[config.mk]
export PLATFORM = sky130hd
export DESIGN_NAME = vga_box_renderer
export DESIGN_NICKNAME = d
export VERILOG_FILES = /design/src/rtl/vga_pkg.sv /design/src/rtl/vga_pos_clamp.sv /design/src/rtl/vga_box_renderer.sv
export SDC_FILE = /design/constraint.sdc
export NUM_CORES = 1
export LEC_CHECK = 0
export CAP_MARGIN = 20
export CORE_MARGIN = 3
export CORE_UTILIZATION = 52
export DETAILED_ROUTE_END_ITERATION = 16
export HOLD_SLACK_MARGIN = 0.08
export PLACE_DENSITY_LB_ADDON = 0.2
export SLEW_MARGIN = 20
export SYNTH_ARGS = -nofsm -noshare
export SYNTH_HDL_FRONTEND = slang
export SYNTH_HIERARCHICAL = 1
export SYNTH_SLANG_ARGS = --single-unit
[constraint.sdc]
create_clock -name clock -period 3.49 [get_ports clock]
set_input_delay 0.8725 -clock clock [delete_from_list [all_inputs] [get_ports clock]]
set_output_delay 0.8725 -clock clock [all_outputs]
set_load 0.02 [all_outputs]
[src/rtl/vga_pkg.sv]
`default_nettype none
// ============================================================================
//  Module   : vga_pkg
//  Purpose  : Shared timing constants, colour constants, position type and
//             command FSM encoding for the VGA pixel-generation stage.
//  Revision : 1.0  initial release
// ============================================================================
package vga_pkg;

  // Timing-controller mapping and visible screen size
  localparam int HOR_OFFSET = 40;
  localparam int VER_OFFSET = 1;
  localparam int SCREEN_W   = 800;
  localparam int SCREEN_H   = 600;

  // Pixel format: {R[3:0], G[3:0], B[3:0]}
  localparam int RGB_W = 12;

  localparam logic [RGB_W-1:0] BLACK    = 12'h000;
  localparam logic [RGB_W-1:0] BG_COLOR = 12'h00F;
  localparam logic [RGB_W-1:0] WHITE    = 12'hFFF;

  // Screen coordinates and box positions share one signed width so that
  // subtraction of the offsets and delta arithmetic never needs resizing.
  localparam int POS_W = 13;
  typedef logic signed [POS_W-1:0] pos_t;

  // Command FSM encoding
  typedef enum logic [0:0] {
    IDLE    = 1'b0,
    PENDING = 1'b1
  } cmd_state_t;

endpackage
`default_nettype wire

[src/rtl/vga_pos_clamp.sv]
`default_nettype none
// ============================================================================
//  Module   : vga_pos_clamp
//  Purpose  : Combinational signed add of an 8-bit delta to a box coordinate,
//             saturating the result to 0..MAX_POS so the box never wraps.
//  Revision : 1.0  initial release
// ============================================================================
module vga_pos_clamp
  import vga_pkg::*;
#(
  parameter int MAX_POS = 768
) (
  input  pos_t              i_pos,
  input  logic signed [7:0] i_delta,
  output pos_t              o_pos
);

  localparam pos_t c_zero = '0;
  localparam pos_t c_max  = pos_t'(MAX_POS);

  pos_t w_delta_ext;
  pos_t w_sum;

  // Sign-extend the delta, add, then saturate at both screen edges
  always_comb begin
    w_delta_ext = {{(POS_W-8){i_delta[7]}}, i_delta};
    w_sum       = i_pos + w_delta_ext;
    if (w_sum < c_zero) begin
      o_pos = c_zero;
    end else if (w_sum > c_max) begin
      o_pos = c_max;
    end else begin
      o_pos = w_sum;
    end
  end

endmodule
`default_nettype wire

[src/rtl/vga_box_renderer.sv]
`default_nettype none
// ============================================================================
//  Module   : vga_box_renderer
//  Purpose  : Draws one solid rectangle over a background colour, two-stage
//             pixel pipeline behind the VGA timing controller. Box moves and
//             recolours via a valid/ready command that is applied only at
//             frame start so the box never tears mid-frame.
//  Revision : 1.0  initial release
// ============================================================================
module vga_box_renderer
  import vga_pkg::*;
#(
  parameter int               BOX_W      = 32,
  parameter int               BOX_H      = 32,
  parameter int               INIT_X     = 384,
  parameter int               INIT_Y     = 284,
  parameter logic [RGB_W-1:0] INIT_COLOR = WHITE
) (
  input  logic              clock,
  input  logic              reset,
  input  logic [11:0]       display_col,
  input  logic [10:0]       display_row,
  input  logic              visible,
  input  logic              cmd_valid,
  output logic              cmd_ready,
  input  logic signed [7:0] cmd_dx,
  input  logic signed [7:0] cmd_dy,
  input  logic [RGB_W-1:0]  cmd_color,
  output logic [RGB_W-1:0]  rgb,
  output logic              rgb_valid,
  output logic              frame_applied
);

  localparam pos_t c_zero     = '0;
  localparam pos_t c_hor_off  = pos_t'(HOR_OFFSET);
  localparam pos_t c_ver_off  = pos_t'(VER_OFFSET);
  localparam pos_t c_screen_w = pos_t'(SCREEN_W);
  localparam pos_t c_screen_h = pos_t'(SCREEN_H);
  localparam pos_t c_box_w    = pos_t'(BOX_W);
  localparam pos_t c_box_h    = pos_t'(BOX_H);
  localparam pos_t c_init_x   = pos_t'(INIT_X);
  localparam pos_t c_init_y   = pos_t'(INIT_Y);

  // Command / box state
  cmd_state_t        r_state;
  logic signed [7:0] r_pend_dx;
  logic signed [7:0] r_pend_dy;
  logic [RGB_W-1:0]  r_pend_color;
  pos_t              r_pos_x;
  pos_t              r_pos_y;
  logic [RGB_W-1:0]  r_color;

  // Pixel pipeline stage 1
  logic r_s1_in_screen;
  logic r_s1_in_box;
  logic r_s1_visible;

  logic w_frame_start;
  pos_t w_next_x;
  pos_t w_next_y;
  pos_t w_x;
  pos_t w_y;
  logic w_in_screen;
  logic w_in_box;

  assign w_frame_start = (display_col == 12'd1) && (display_row == 11'd1);

  vga_pos_clamp #(
    .MAX_POS (SCREEN_W - BOX_W)
  ) u_clamp_x (
    .i_pos   (r_pos_x),
    .i_delta (r_pend_dx),
    .o_pos   (w_next_x)
  );

  vga_pos_clamp #(
    .MAX_POS (SCREEN_H - BOX_H)
  ) u_clamp_y (
    .i_pos   (r_pos_y),
    .i_delta (r_pend_dy),
    .o_pos   (w_next_y)
  );

  // Command FSM: capture one command, hold it until the next frame start
  always_ff @(posedge clock) begin
    if (reset) begin
      r_state       <= IDLE;
      cmd_ready     <= 1'b1;
      frame_applied <= 1'b0;
      r_pend_dx     <= '0;
      r_pend_dy     <= '0;
      r_pend_color  <= '0;
      r_pos_x       <= c_init_x;
      r_pos_y       <= c_init_y;
      r_color       <= INIT_COLOR;
    end else begin
      frame_applied <= 1'b0;
      case (r_state)
        IDLE: begin
          // A command accepted on a frame-start cycle waits for the next one
          if (cmd_valid) begin
            r_pend_dx    <= cmd_dx;
            r_pend_dy    <= cmd_dy;
            r_pend_color <= cmd_color;
            cmd_ready    <= 1'b0;
            r_state      <= PENDING;
          end
        end
        PENDING: begin
          if (w_frame_start) begin
            r_pos_x       <= w_next_x;
            r_pos_y       <= w_next_y;
            r_color       <= r_pend_color;
            frame_applied <= 1'b1;
            cmd_ready     <= 1'b1;
            r_state       <= IDLE;
          end
        end
        default: begin
          cmd_ready <= 1'b1;
          r_state   <= IDLE;
        end
      endcase
    end
  end

  // Screen coordinates and region decode for the incoming pixel
  always_comb begin
    w_x         = pos_t'({1'b0, display_col}) - c_hor_off;
    w_y         = pos_t'({2'b00, display_row}) - c_ver_off;
    w_in_screen = visible &&
                  (w_x >= c_zero) && (w_x < c_screen_w) &&
                  (w_y >= c_zero) && (w_y < c_screen_h);
    w_in_box    = (w_x >= r_pos_x) && (w_x < r_pos_x + c_box_w) &&
                  (w_y >= r_pos_y) && (w_y < r_pos_y + c_box_h);
  end

  // Stage 1: register region flags and the active-video flag
  always_ff @(posedge clock) begin
    if (reset) begin
      r_s1_in_screen <= 1'b0;
      r_s1_in_box    <= 1'b0;
      r_s1_visible   <= 1'b0;
    end else begin
      r_s1_in_screen <= w_in_screen;
      r_s1_in_box    <= w_in_box;
      r_s1_visible   <= visible;
    end
  end

  // Stage 2: select the pixel colour; black outside the visible screen
  always_ff @(posedge clock) begin
    if (reset) begin
      rgb       <= BLACK;
      rgb_valid <= 1'b0;
    end else begin
      rgb_valid <= r_s1_visible;
      if (!r_s1_in_screen) begin
        rgb <= BLACK;
      end else if (r_s1_in_box) begin
        rgb <= r_color;
      end else begin
        rgb <= BG_COLOR;
      end
    end
  end

endmodule
`default_nettype wire

==> impl_metrics.json, run 1 <==
{
  "die_x_um": 115,
  "final.setup_skew_ps": 7.60,
  "timing.hold.worst.class": "reg2reg",
  "placement_rows": 39,
  "number_of_enable_flip_flop_cells_after_synthesis": 0,
  "max_clock_freq_mhz": 290,
  "drive_gt1_share_pct": 12.6,
  "globalRoute.busiestLayer": "met2",
  "synth.mux.area_fraction_pct": 1.01,
  "cts_tree": "done",
  "final.min_clock_period_ps": 3450,
  "grt_remaining_overflow": 0,
  "critPathLaunchType": "input port",
  "grt_start_max_net_pins": 52,
  "synth_top_cell_area_share_pct": 27.4,
  "detail_route.drc_violations": 0,
  "fill_cells": 956,
  "totalNegativeSetupSlack_ps": 0,
  "finalInstanceArea_um2": 7850,
  "final_core_utilization_pct": 67.9,
  "die_height_um": 115,
  "postRouteWirelength_um": 17300,
  "leakagePower_nw": 3.37,
  "syn-cell-area_um2": 6210,
  "finalMaxSlewViolations": 0,
  "htree_depth": 3,
  "ctsRootBufferMaster": "clkbuf_16",
  "cts_buffer_depth": 2,
  "timing.critical_path.cells": "clkdlybuf4s15_1 > or4_4 > buf_4 > nor4_4 > xor2_1 > ha_1 > and4_1 > nand4_1 > a21oi_2 > or4_1 > o211a_1 > a211oi_2",
  "ant_nets": 0,
  "use_met2_pct": 45.7,
  "dominant_combinational_cell_family_by_area_after_synthesis": "simple AND/OR/NAND/NOR gates",
  "power.density_cell_area_nw_per_um2": 300,
  "vias_per_std_cell": 5.75,
  "synthDistinctLibCells": 72,
  "outcome": "finished clean",
  "vias_in_the_first_global_route": 5933,
  "grtUsageTotal_pct": 25.8,
  "cts.sink_count": 85,
  "simple_gate_fraction_of_synth_area_pct": 24.2,
  "crit_path_end_kind": "register",
  "post-route-period-util_pct": 98.8,
  "synth-async-reset-ratio_pct": 0,
  "yosysWarnings": 6,
  "final_hold_viol_count": 0,
  "gp_routability_congestion": 0.935,
  "grt_antenna_before_repair": 0,
  "synth_area_leaders": "dfxtp_1 27%, ha_1 14%, nand2_1 8.9%",
  "syn_inst": 794,
  "synth_most_common_cell": "nand2_1",
  "syn-mean-instance-area_um2": 7.82,
  "critical_path_required_ps": 3750,
  "clkTransAtPathRegs_ps": 70,
  "buffer_ports.inserted": 69,
  "synth-xor-area-share_pct": 5.93,
  "antenna-diode-count": 0,
  "synth_top_cells_by_count": "147 x nand2_1, 85 x dfxtp_1, 84 x a21oi_1",
  "number_of_iterations_in_the_first_detailed_routing_pass": 4,
  "grt_pass1_wl_um": 27800,
  "floorplan.io_pins": 70,
  "post_cts_hold_buffer_count": 0,
  "yosys.area_share.adder_pct": 15.0,
  "crit_arrival_ps": 3710,
  "critical-path-top-delay-family": "simple AND/OR/NAND/NOR gates",
  "critical_path_fanouts_max": 2,
  "synth.largest_area_cell": "dfxtp_1",
  "area.growth.synth_to_final_pct": 26.5,
  "critical_path.max_stage_delay_ps": 540,
  "dp_hpwl_um": 13000,
  "critical_path_slowest_stage_cell": "or4_4",
  "placed_inst_area_um2": 7330,
  "finish.net_count": 1035,
  "relSlewSlack_pct": 60.4,
  "power.ir.vdd_worst_mv": 0.230,
  "initial_core_utilization_pct": 53.7,
  "worst-setup-path-type": "in2reg",
  "grt_use_met3_pct": 3.42,
  "max-cap-violations": 0,
  "dominantRegCellSynth": "dfxtp_1",
  "total_of_endpoints_with_negative_setup_slack_in_the_final_report": 0,
  "floorplan.core_area_um2": 11600,
  "worstSkewPairLatency_ps": 340,
  "detail_route.iter0.violations": 401,
  "synth-seq-area-share_pct": 27.4,
  "fin_worst_hold_slack_ps": 443,
  "synth_compound_gate_area_share_pct": 20.2,
  "cts_made_buffers": 9,
  "cp.buffers_inverters": 2,
  "grt_use_met1_pct": 32.1,
  "wl_per_cell_um": 16.4,
  "dieArea_um2": 13300,
  "route.vias.total": 6063,
  "worstMarginPinSlew_ps": 593,
  "synth-seq-cells": 85
}
## power breakdown
part           total (mW)  internal [mW]  switching, mW
Sequential           1.01          0.992         0.0159
Clock               0.885          0.484          0.401
Combinational       0.463          0.222          0.241
## logic make-up (layout without fill, tap and decap cells)
group                      Yosys count  in the layout
xor gates and xnor gates            42             42
muxes                                6              6
other                                2              6
buffers and inverters               88            202
DFF                                 85             85
adders and majority gates           73             73
and+or+nand+nor                    305            305
AOI/OAI and AO/OA                  193            193
## placed cells by master, fill, tap and decap left out, types with 11 or more instances in the layout
cell / netlist / routed
nand2_1: 147 / 147
dfxtp_1: 85 / 85
a21oi_1: 84 / 82
ha_1: 71 / 69
clkdlybuf4s50_1: 0 / 61
buf_4: 6 / 59
inv_1: 55 / 53
nor2_1: 32 / 32
nand3_1: 25 / 25
xor2_1: 20 / 20
xnor2_1: 22 / 20
o21ai_0: 16 / 13
nor3_1: 13 / 11
and2_1: 11 / 11
o211ai_1: 11 / 11
## repair_timing
item	in CTS	in global routing
resized for setup	25	18
buffers inserted	8	3
pin swaps	17	22
endpoints found under the hold margin	0	0
endpoints found under the setup margin	1	1
## final timing paths
path	startpoint	to	cells after the start	slack [ps]
worst min register to register	r_s1_visible	rgb_valid	1	440
worst min-delay path	r_s1_visible	rgb_valid	1	440
worst max-delay path	display_row[6]	r_s1_in_box	12	40
worst max register to register	r_pos_x[0]	r_pos_x[1]	11	300
## stage by stage
step | cells | power, mW | setup WS, ps
final | 1055 | 2.36 | 40.3
after global routing | 1055 | 2.46 | -16.3
after CTS | 1052 | 2.35 | 1.30
after detailed placement | 1028 | 1.46 | -576
after global placement | 1028 | 1.45 | -470
after floorplan | 798 | 1.29 | -16.5
## area by class of cell
cell class	count	area [um^2]	share of cell area (%)
clock buffer	9	225	2.87
clock inverter	7	51.3	0.653
inverter	55	206	2.63
multi-input combinational	625	4320	55.0
sequential	85	1700	21.7
tap	143	179	2.28
timing repair buffer	131	1170	14.9
## per-layer routing
layer,routed length (um),vias to the layer above
met5,0,-
met1,7630,2861
met3,585,33
met4,416,0
met2,8630,134
li1,-,3035
## flip-flops by register name (all words and copies together) (netlist names)
name	flops
r_pend_dx	8
rgb	12
r_pos_x	13
r_pos_y	13
frame_applied	1
rgb_valid	1
r_s1_in_screen	1
r_pend_color	12
r_state	1
r_s1_visible	1
r_color	12
r_pend_dy	8
cmd_ready	1
r_s1_in_box	1
No activity file was read; power rests on OpenSTA's default activity.
==> run 2: changes to the inputs <==
--- a/config.mk
+++ b/config.mk
@@ -6,8 +6,10 @@
 export NUM_CORES = 1
 export LEC_CHECK = 0
 export CAP_MARGIN = 20
+export CELL_PAD_IN_SITES_DETAIL_PLACEMENT = 0
+export CELL_PAD_IN_SITES_GLOBAL_PLACEMENT = 2
 export CORE_MARGIN = 3
-export CORE_UTILIZATION = 52
+export CORE_UTILIZATION = 30
 export DETAILED_ROUTE_END_ITERATION = 16
 export HOLD_SLACK_MARGIN = 0.08
 export PLACE_DENSITY_LB_ADDON = 0.2
==> run 2 against run 1 <==
Register-to-register slack improved by 40 ps. Sequential cell count unchanged. Die area increased by 69%. Combinational power decreased by 1%. Largest cell class unchanged. Setup slack got worse by 7.8 ps. Power increased by 2.7%. Critical endpoint unchanged. Critical path depth decreased by 1. Worst hold slack got worse by 2.4 ps. Non-clock buffer count increased by 6. Utilization decreased by 28 points. Cell count increased by 12%. Design area increased by 2.1%.
==> impl_metrics.json, run 2 (synthesis results as in run 1) <==
{
  "worst-setup-path-type": "in2reg",
  "area.growth.synth_to_final_pct": 29.2,
  "placed_inst_area_um2": 7550,
  "vias_in_the_first_global_route": 5838,
  "worstMarginPinSlew_ps": 802,
  "crit_path_frequent_cell": "or4_4",
  "critPathLaunchType": "input port",
  "p_sw_mw": 0.699,
  "relSlewSlack_pct": 45.8,
  "dp_hpwl_um": 14400,
  "ctsRootBufferMaster": "clkbuf_16",
  "final.setup_skew_ps": 12.0,
  "power_frac_seq_pct": 41.6,
  "critical_path_slowest_stage_cell": "or4_4",
  "vias_per_std_cell": 5.00,
  "leakagePower_nw": 3.41,
  "route.vias.total": 5918,
  "cts.sink_count": 85,
  "grt_pass1_wl_um": 29500,
  "dieArea_um2": 22500,
  "detail_route.drc_violations": 0,
  "timing.hold.worst.class": "reg2reg",
  "max-cap-violations": 0,
  "drive_gt1_share_pct": 12.7,
  "gp_routability_congestion": 0.894,
  "final_hold_viol_count": 0,
  "grtUsageTotal_pct": 16.2,
  "floorplan.core_area_um2": 19900,
  "antenna-diode-count": 0,
  "placement_rows": 51,
  "critical_path_required_ps": 3760,
  "combPwrFrac_pct": 18.9,
  "grt_setup_unrepaired": "true",
  "initial_core_utilization_pct": 31.2,
  "post-route-period-util_pct": 99.1,
  "dp.cells": 1158,
  "finalInstanceArea_um2": 8020,
  "htree_depth": 3,
  "floorplan.io_pins": 70,
  "grt_remaining_overflow": 0,
  "grt_antenna_before_repair": 0,
  "detail_route.iter0.violations": 271,
  "outcome": "finished clean",
  "max_clock_freq_mhz": 289,
  "cts_buffer_depth": 2,
  "power.density_cell_area_nw_per_um2": 302,
  "crit_arrival_ps": 3730,
  "clkTransAtPathRegs_ps": 70,
  "critical_path_fanouts_max": 4,
  "final_core_utilization_pct": 40.3,
  "die_height_um": 150,
  "postRouteWirelength_um": 18000,
  "critical_path.max_stage_delay_ps": 530,
  "worstSkewPairLatency_ps": 350,
  "power.ir.vdd_worst_mv": 0.169,
  "switching_share_pct": 28.9,
  "ant_nets": 0,
  "finalMaxSlewViolations": 0,
  "cts_made_buffers": 9,
  "top_regs": "r_pos_x (13), r_pos_y (13)",
  "internal_power_mw": 1.72,
  "wl_per_cell_um": 15.2,
  "totalPowerFinal_mw": 2.42,
  "die_x_um": 150,
  "total_of_endpoints_with_negative_setup_slack_in_the_final_report": 0,
  "timing.critical_path.cells": "buf_6 > or4_4 > or3_4 > nor4_4 > ha_1 > and4_1 > nand4_1 > a21oi_2 > or4_4 > o211a_1 > a211oi_2",
  "most-common-layout-cells": "147 x nand2_1, 85 x dfxtp_1, 83 x a21oi_1",
  "crit_path_end_kind": "register",
  "cts_tree": "done",
  "final.min_clock_period_ps": 3460,
  "finish.net_count": 1041,
  "totalNegativeSetupSlack_ps": 0,
  "grt_start_max_net_pins": 50,
  "number_of_iterations_in_the_first_detailed_routing_pass": 5,
  "share_clk_of_total_power_pct": 39.5,
  "buffer_ports.inserted": 69,
  "final_common_cell": "nand2_1",
  "layoutNonFillerInstCount": 1183
}
## run 2: what timing repair did
action / in CTS / in global routing
resized for setup: 24 / 13
endpoints found under the setup margin: 1 / 1
buffers inserted: 6 / 3
hold buffers: 0 / 0
pin swaps: 13 / 18
## run 2: metal layers
metal	track usage, %	part of all wire (%)	vias up
li1	-	-	3057
met1	21.6	49	2742
met2	26.5	46	94
met3	2.88	3.2	25
met4	5.22	2.1	0
met5	0	0	-
## run 2: power groups by stage
stage	Clock, mW	Sequential (mW)	Combinational, mW
floorplan	0	1.03	0.259
global placement	0	1.03	0.438
detailed placement	0	1.03	0.444
CTS	0.987	1.01	0.452
global route	1.03	1.01	0.508
finish	0.956	1.01	0.458
## run 2: cell type report
cell class                      count  area (um^2)
Fill cell                        2080        11900
Multi-Input combinational cell    625         4260
Clock inverter                      7         68.8
Timing Repair Buffer              137         1230
Sequential cell                    85         1700
Clock buffer                        9          225
Inverter                           55          206
Tap cell                          265          332
## run 2: worst max-delay path, delay by kind of cell
family                   cells  cell delay, ps
AND/OR/NAND/NOR              6            2060
adder cells (fa/ha/maj)      1             310
buffers and inverters        1              90
AO/OA/AOI/OAI                3             400
## run 2: worst paths after layout
path | from | to | slack (ps) | cells past startpoint
setup / recovery | display_row[7] | r_s1_in_box | 30 | 11
hold / removal | r_s1_visible | rgb_valid | 440 | 1
setup reg to reg | r_pos_x[0] | r_pos_x[2] | 340 | 11
hold reg to reg | r_s1_visible | rgb_valid | 440 | 1
## run 2: per-stage QoR
stage / setup WS [ps] / hold slack (ps)
final: 32.4 / 441
after global routing: -78.5 / 473
after CTS: 6.46 / 445
after detailed placement: -618 / 427
after global placement: -524 / 429
after floorplan: -16.5 / 414
==> run 3: changes to the inputs <==
--- a/config.mk
+++ b/config.mk
@@ -9,8 +9,9 @@
 export CELL_PAD_IN_SITES_DETAIL_PLACEMENT = 0
 export CELL_PAD_IN_SITES_GLOBAL_PLACEMENT = 2
 export CORE_MARGIN = 3
-export CORE_UTILIZATION = 30
+export CORE_UTILIZATION = 34
 export DETAILED_ROUTE_END_ITERATION = 16
+export DONT_BUFFER_PORTS = 1
 export HOLD_SLACK_MARGIN = 0.08
 export PLACE_DENSITY_LB_ADDON = 0.2
 export SLEW_MARGIN = 20
==> run 3 against run 2 <==
Maximum frequency up 3.8%. Clock skew down 5.2 ps. Setup slack better by 130 ps. Critical path type unchanged. Largest power group is now clock. Highest routed layer unchanged.
==> impl_metrics.json, run 3 (synthesis results as in run 1) <==
{
  "fin_worst_hold_slack_ps": 447,
  "timing.reg2reg.setup_slack_ps": 300,
  "max-cap-violations": 0,
  "cts.sink_count": 85,
  "layoutNonFillerInstCount": 1031,
  "grtUsageTotal_pct": 16.9,
  "gp_routability_congestion": 0.917,
  "final_hold_viol_count": 0,
  "grt_antenna_before_repair": 0,
  "post-route-period-util_pct": 95.4,
  "die_x_um": 141,
  "most-common-layout-cells": "147 x nand2_1, 85 x dfxtp_1, 84 x a21oi_1",
  "crit_path_end_kind": "register",
  "detail_route.iter0.violations": 260,
  "critical_path_required_ps": 3740,
  "critPathLaunchType": "input port",
  "clkTransAtPathRegs_ps": 60,
  "cts_resized": 0,
  "drive_gt1_share_pct": 6.95,
  "finish.net_count": 929,
  "wl_per_cell_um": 16.4,
  "power.density_cell_area_nw_per_um2": 349,
  "dieArea_um2": 19900,
  "ctsRootBufferMaster": "clkbuf_16",
  "power.ir.vdd_worst_mv": 0.243,
  "total_of_endpoints_with_negative_setup_slack_in_the_final_report": 0,
  "number_of_iterations_in_the_first_detailed_routing_pass": 4,
  "cts_setup_buffers": 0,
  "worst-setup-path-type": "in2reg",
  "floorplan.core_area_um2": 17600,
  "relSlewSlack_pct": 60.7,
  "ant_nets": 0,
  "crit_arrival_ps": 3580,
  "vias_in_the_first_global_route": 5339,
  "top_regs": "r_pos_x (13), r_pos_y (13)",
  "grt_setup_unrepaired": "false",
  "worstMarginPinSlew_ps": 589,
  "post_cts_hold_buffer_count": 0,
  "htree_depth": 3,
  "placement_rows": 48,
  "postRouteWirelength_um": 16900,
  "floorplan.io_pins": 70,
  "detail_route.drc_violations": 0,
  "antenna-diode-count": 0,
  "max_clock_freq_mhz": 300,
  "area.growth.synth_to_final_pct": 11.0,
  "dp.cells": 1015,
  "cts_made_buffers": 9,
  "vias_per_std_cell": 5.37,
  "buffer_ports.inserted": 0,
  "cts_buffer_depth": 2,
  "final.min_clock_period_ps": 3330,
  "totalNegativeSetupSlack_ps": 0,
  "grt_remaining_overflow": 0,
  "final.setup_skew_ps": 6.82,
  "cts_tree": "done",
  "initial_core_utilization_pct": 35.3,
  "die_height_um": 141,
  "timing.hold.worst.class": "reg2reg",
  "worstSkewPairLatency_ps": 340,
  "finalMaxSlewViolations": 0,
  "final_common_cell": "nand2_1",
  "grt_pass1_wl_um": 27400,
  "leakagePower_nw": 2.89,
  "grt_start_max_net_pins": 55,
  "dp_hpwl_um": 13500,
  "route.vias.total": 5539,
  "critical_path_fanouts_max": 3,
  "outcome": "finished clean"
}
run 3: power by group:
part	total (mW)	leakage, nW	internal [mW]	switching (mW)
combinational	0.327	2.03	0.140	0.187
clock	1.07	0.166	0.659	0.408
sequential	1.01	0.691	0.992	0.0180
run 3: cell type report:
cell class | count | area (um^2)
clock buffers | 10 | 239
clock inverters | 6 | 97.6
fillers | 1822 | 10700
inverters | 55 | 206
multi-input cells | 625 | 4170
flip-flops and latches | 85 | 1700
well taps | 225 | 282
repair buffers | 25 | 200
run 3: metal layers:
layer,GRT usage (%),routed length (um),vias to the layer above
met4,3.21,135,0
met1,22.0,8110,2643
met3,2.95,414,7
met2,29.5,8240,59
met5,0,0,-
li1,-,-,2830
run 3: stage by stage:
step / utilization, % / power, mW / instance area, um^2 / worst slack (ps)
floorplan: - / 1.29 / 6240 / -16.5
global placement: 37.2 / 1.35 / 6550 / -73.9
detailed placement: 37.2 / 1.36 / 6550 / -161
CTS: 39.1 / 2.44 / 6890 / 180
global route: 39.2 / 2.53 / 6890 / 29.7
finish: 39.2 / 2.40 / 6890 / 159
run 3: worst paths after layout:
| path | endpoint | from | cells after the start |
|---|---|---|---|
| min reg2reg | rgb_valid | r_s1_visible | 1 |
| max | r_s1_in_box | display_row[8] | 10 |
| max reg2reg | r_pos_x[0] | r_pos_x[0] | 11 |
| min | rgb_valid | r_s1_visible | 1 |
run 3: critical path: stages:
cell	delay, ps
or4_1	540
or3_4	360
nor4_4	200
ha_1	300
and4_1	220
nand4_1	130
a21oi_1	70
or4_1	500
o211a_1	190
a211oi_1	200
